`config.mk`:
```
export PLATFORM = sky130hd
export DESIGN_NAME = eviction_write_queue
export DESIGN_NICKNAME = d
export VERILOG_FILES = /design/src/rtl/eviction_write_queue.sv
export SDC_FILE = /design/constraint.sdc
export NUM_CORES = 1
export LEC_CHECK = 0
export ABC_CLOCK_PERIOD_IN_PS = 17690
export CAP_MARGIN = 0
export CORE_MARGIN = 10
export CORE_UTILIZATION = 45
export CTS_BUF_LIST = sky130_fd_sc_hd__clkbuf_8
export DETAILED_ROUTE_END_ITERATION = 8
export GPL_TIMING_DRIVEN = 0
export PLACE_DENSITY = 0.74
export SKIP_LAST_GASP = 1
export SLEW_MARGIN = 20
export SYNTH_ARGS = -nofsm -noshare
export SYNTH_HDL_FRONTEND = slang
export SYNTH_SLANG_ARGS = --single-unit
```
`constraint.sdc`:
```
create_clock -name clk -period 17.69 [get_ports clk]
set_input_delay 3.538 -clock clk [delete_from_list [all_inputs] [get_ports clk]]
set_output_delay 3.538 -clock clk [all_outputs]
set_load 0.01 [all_outputs]
```
`src/rtl/eviction_write_queue.sv`:
```
// Multi-entry eviction write queue: buffers dirty lines, retires them to pmem in FIFO order
// and forwards buffered data to matching reads. Define EWB_COALESCE_EN to merge same-address pushes.
module eviction_write_queue #(
   parameter int DEPTH  = 4,
   parameter int ADDR_W = 16,
   parameter int LINE_W = 128
) (
   input  logic                   clk,
   input  logic                   reset_n,
   input  logic                   wr_valid,
   input  logic [ADDR_W-1:0]      wr_addr,
   input  logic [LINE_W-1:0]      wr_data,
   output logic                   wr_ready,
   input  logic                   rd_req,
   input  logic [ADDR_W-1:0]      rd_addr,
   output logic                   rd_hit,
   output logic [LINE_W-1:0]      rd_data,
   output logic                   mem_write,
   output logic [ADDR_W-1:0]      mem_addr,
   output logic [LINE_W-1:0]      mem_wdata,
   input  logic                   mem_resp,
   output logic [$clog2(DEPTH):0] count,
   output logic                   empty
);

   localparam int PTR_W = $clog2(DEPTH);
   localparam int CNT_W = PTR_W + 1;

   typedef enum logic {IDLE, WRITING} state_t;

   state_t            r_state;
   logic              r_mem_write;
   logic [PTR_W-1:0]  r_head;
   logic [PTR_W-1:0]  r_tail;
   logic [CNT_W-1:0]  r_count;
   logic [DEPTH-1:0]  r_valid;
   logic [ADDR_W-1:0] r_addr [DEPTH];
   logic [LINE_W-1:0] r_data [DEPTH];

   logic              w_full;
   logic              w_empty;
   logic              w_push;
   logic              w_alloc;
   logic              w_pop;
   logic [PTR_W-1:0]  w_wr_idx;
`ifdef EWB_COALESCE_EN
   logic              w_coal_hit;
   logic [PTR_W-1:0]  w_coal_idx;
`endif

   assign w_full  = (r_count == CNT_W'(DEPTH));
   assign w_empty = (r_count == '0);
   assign w_pop   = (r_state == WRITING) && mem_resp;

   // Walk entries oldest to youngest so the youngest match is the one left standing.
   always_comb begin
      logic [PTR_W-1:0] idx;
      idx     = '0;
      rd_hit  = 1'b0;
      rd_data = '0;
`ifdef EWB_COALESCE_EN
      w_coal_hit = 1'b0;
      w_coal_idx = '0;
`endif
      for (int k = 0; k < DEPTH; k++) begin
         idx = r_head + PTR_W'(k);
         if (r_valid[idx] && (r_addr[idx] == rd_addr)) begin
            rd_hit  = 1'b1;
            rd_data = r_data[idx];
         end
`ifdef EWB_COALESCE_EN
         if (r_valid[idx] && (r_addr[idx] == wr_addr) && !((k == 0) && (r_state == WRITING))) begin
            w_coal_hit = 1'b1;
            w_coal_idx = idx;
         end
`endif
      end
   end

`ifdef EWB_COALESCE_EN
   assign wr_ready = !w_full || w_coal_hit;
   assign w_push   = wr_valid && wr_ready;
   assign w_alloc  = w_push && !w_coal_hit;
   assign w_wr_idx = w_coal_hit ? w_coal_idx : r_tail;
`else
   assign wr_ready = !w_full;
   assign w_push   = wr_valid && wr_ready;
   assign w_alloc  = w_push;
   assign w_wr_idx = r_tail;
`endif

   // Control state: pointers, valid bits, occupancy and the writeback FSM.
   always_ff @(posedge clk or negedge reset_n) begin
      if (!reset_n) begin
         r_state     <= IDLE;
         r_mem_write <= 1'b0;
         r_head      <= '0;
         r_tail      <= '0;
         r_count     <= '0;
         r_valid     <= '0;
      end else begin
         if (w_alloc) begin
            r_valid[r_tail] <= 1'b1;
            r_tail          <= r_tail + 1'b1;
         end
         if (w_pop) begin
            r_valid[r_head] <= 1'b0;
            r_head          <= r_head + 1'b1;
         end
         case ({w_alloc, w_pop})
            2'b10:   r_count <= r_count + CNT_W'(1);
            2'b01:   r_count <= r_count - CNT_W'(1);
            default: r_count <= r_count;
         endcase
         case (r_state)
            IDLE: begin
               if (!w_empty && !rd_req) begin
                  r_state     <= WRITING;
                  r_mem_write <= 1'b1;
               end
            end
            WRITING: begin
               if (mem_resp) begin
                  r_state     <= IDLE;
                  r_mem_write <= 1'b0;
               end
            end
         endcase
      end
   end

   // Line storage carries no reset; validity lives in r_valid.
   always_ff @(posedge clk) begin
      if (w_push) begin
         r_addr[w_wr_idx] <= wr_addr;
         r_data[w_wr_idx] <= wr_data;
      end
   end

   assign mem_write = r_mem_write;
   assign mem_addr  = r_addr[r_head];
   assign mem_wdata = r_data[r_head];
   assign count     = r_count;
   assign empty     = w_empty;

endmodule
```
==> results.toml <==
[global_routing]
grt_pass1_wl_mm = 188
grt_antenna_before_repair = 21
grt_pass1_vias = 28100
grt_start_max_net_pins = 43
gr-usage-all-layers_pct = 26.2
grt_overflow = 0

[clocking]
cts_resized = 0
cts_tree = "done"
root_buffer = "clkbuf_8"
clk_latency_ns = 0.74
numCtsBuffers = 103
postCtsHoldBufs = 0
cts_buffer_depth = 3
cts.sinks = 589
cts.reportedPaths.clkPinSlew_ns = 0.05
h-tree-depth = 3
postCtsSetupBuffers = 0

[timing]
tightest_slew_ns = 1.04
post-route-min-period_ns = 12.64
final_max_slew_viol_count = 0
finalSetupViolCount = 0
rsz0062_at_grt = "no"
clock.fmax_mhz = 79.1
fin_worst_skew_ns = 0.0394
max_slew_margin_pct = 30.8
finalHoldViolCount = 0
min_period_over_period_pct = 71.4
setup_tns_ns = 0

[worst_setup_path]
crit_top_cell = "clkbuf_1"
cp-start-kind = "register"
crit_family = "buffers and inverters"
cp.required_ns = 14.15
critPathSlowestCell = "clkdlybuf4s50_1"
crit_fanout = 10
end_kind = "output port"
cp_num_cells = 21
arrival_ns = 9.10
worstRegToRegCells = 18
cp_slowest_stage_delay_ns = 0.77
cp-endpoint = "rd_data[11]"
rrSetupSlack_ns = 11.08
reg2reg_from = "r_head[1]"
crit_buf_inv = 14
crit_start = "r_head[1]"
crit_chain = "clkbuf_1 > buf_4 > buf_2 > buf_2 > clkbuf_1 > clkbuf_1 > inv_1 > ha_1 > buf_6 > buf_6 > buf_4 > buf_1 > mux4_2 > xnor2_1 > nand4_1 > nor4_1 > nand3_1 > buf_2 > clkbuf_1 > o22ai_1 > clkdlybuf4s50_1"
rr_endpoint = "r_head[1]"
crit_type = "reg2out"

[layout]
fill_cells = 6572
nets = 2979
layout.area.seq_sq_um = 17600
area_growth_pct = 22.0
final_core_util_pct = 55.3
multi_input_area_sq_um = 18500
drive_above_1_share_pct = 32.7

[pwr]
pwr-share-seq_pct = 25.7
power.share.combinational_pct = 58.2
peakVddDrop_mv = 0.107
p_clk_share_pct = 16.2
switching_share_pct = 38.0
power.leakage_nw = 14.9
p_int_mw = 4.98
p_switching_mw = 3.06
p_per_area_nw_per_um2 = 174

[place]
port_buffers = 434
gp_congestion = 0.876
place_hpwl_mm = 88.7

[die]
start_util_pct = 45.3
num_rows = 106
die_w_microns = 310
coreArea_sq_um = 83700
dieHeight_microns = 310
io_pins = 444
dieArea_sq_um = 96300

[route]
drtIter0Drc = 3324
drc = 0
vias_per_cell = 6.83
ant_nets = 0
wire_per_inst_microns = 32.0
num_vias = 27500
first_pass_iters = 5
routed_wirelength_mm = 129

[synthesis]
synthFlopType = "edfxtp_1"
synth-seq-cells = 589
syn_area_per_cell_sq_um = 16.9
synth-edff-count = 576
syn-num-nets = 2423
syn_inst = 2248
synth_seq_area_share_pct = 46.4
synth_cell_types = 41
async_flop_share_pct = 2.21
yosysWarnings = 0
syn-cell-area_sq_um = 38000

[outcome]
outcome = "complete, no violations"

[min_path]
min_path_type = "reg2reg"

[run]
maxCapViolations = 0
power groups by stage:
stage                     clock, mW  combinational, mW  sequential (mW)
final                          1.30               4.68             2.06
after global routing           1.39               4.94             2.09
after CTS                      1.32               4.69             2.05
after detailed placement          0               4.67             2.08
after global placement            0               4.56             2.14
after floorplan                   0               3.17             2.05
final cells by class:
cell class	instances	area share, %
antenna	7	0.0378
buffer	254	2.80
clock buffer	109	3.24
clock inverter	83	1.34
inverter	139	1.13
multi-input combinational	1266	40.1
sequential	589	38.1
tap	1134	3.07
timing repair buffer	451	10.3
layer usage:
| layer | part of all wire (%) | routed length (microns) | GRT usage, % | vias to the layer above |
|---|---|---|---|---|
| li1 | - | - | - | 10900 |
| met1 | 34 | 44600 | 32.8 | 14100 |
| met2 | 48 | 62600 | 42.1 | 2109 |
| met3 | 13 | 17200 | 8.66 | 326 |
| met4 | 3.6 | 4600 | 10.1 | 24 |
| met5 | 0.12 | 157 | 0 | - |
cell usage in the layout, fill, tap and decap left out, drive strengths merged, types with 2 or more instances in the layout:
master,count
inv,165
nor3b,128
mux2,3
nand3,5
ha,9
nor3,5
bufinv,10
diode,7
nor2,6
nor4,5
buf,126
and3,5
clkdlybuf4s50,434
or4,2
o21ai,135
o22ai,132
xor2,17
clkinvlp,2
clkinv,45
a311oi,128
nand2,4
and2,2
a21oi,2
xnor2,55
nand2b,2
a2bb2oi,4
clkbuf,254
dfrtp,13
mux2i,32
mux4,567
edfxtp,576
nand4,8
a211oi,3
cells in the mapped netlist (3+ instances only):
library cell	n	share of area (%)
buf_1	18	0.18
buf_2	52	0.69
mux4_2	567	34
nor3b_1	128	2.5
a2bb2oi_1	4	0.092
nand4_1	8	0.13
clkbuf_1	145	1.4
xnor2_1	55	1.3
mux2_2	3	0.089
o21ai_0	135	1.8
nor2_1	6	0.059
a311oi_2	107	4.2
mux2i_1	32	0.84
buf_4	8	0.16
edfxtp_1	576	46
nor3_1	5	0.066
nor4_1	4	0.066
inv_1	139	1.4
and3_1	5	0.082
dfrtp_1	13	0.86
nand3_1	5	0.066
xor2_1	17	0.39
o22ai_1	132	2.2
ha_1	9	0.30
a311oi_1	21	0.48
a211oi_1	3	0.059
nand2_1	4	0.040
buf_6	30	0.89
cells by family after synthesis:
family	Yosys count	share of synthesized area, %
AND/OR/NAND/NOR	174	3.27
buffers and inverters	393	4.76
AO/OA/AOI/OAI	408	8.94
flip-flops	589	46.4
multiplexers	602	34.6
XOR/XNOR	72	1.66
adder cells (fa/ha/maj)	10	0.349
sequential cells by signal, summed over array words and instances, names as in the netlist:
signal and flops:
r_tail 2, r_addr 64, mem_write 1, r_valid 4, count 3, r_state 1
r_data 512, r_head 2
worst reg2reg max path, delay by kind of cell (launching register included):
| kind | cells | cell delay (ns) |
|---|---|---|
| compound gates | 1 | 0.14 |
| fa+ha+maj | 1 | 0.35 |
| simple gates | 1 | 0.13 |
| flops | 1 | 0.39 |
| buf+inv | 15 | 5.50 |
metrics by stage:
step / hold slack (ns) / setup slack, ns / power, mW / std cells / cell area (sq um)
floorplan: 0.460 / 8.58 / 5.22 / 2248 / 38000
global placement: 0.480 / 5.86 / 6.70 / 3816 / 43700
detailed placement: 0.514 / 5.95 / 6.75 / 3833 / 44100
CTS: 0.524 / 5.13 / 8.06 / 4025 / 46300
global route: 0.538 / 4.81 / 8.41 / 4028 / 46300
finish: 0.521 / 5.05 / 8.04 / 4032 / 46300
how the worst min path moves through the flow:
stage	startpoint	to	slack, ns	cells past startpoint
finish	r_state	mem_write	0.52	1
floorplan	r_state	mem_write	0.46	1
global placement	r_state	mem_write	0.48	1
CTS	r_state	mem_write	0.52	1
detailed placement	r_state	mem_write	0.51	1
global route	r_state	mem_write	0.54	1
Power figures use the tool's default switching activity.
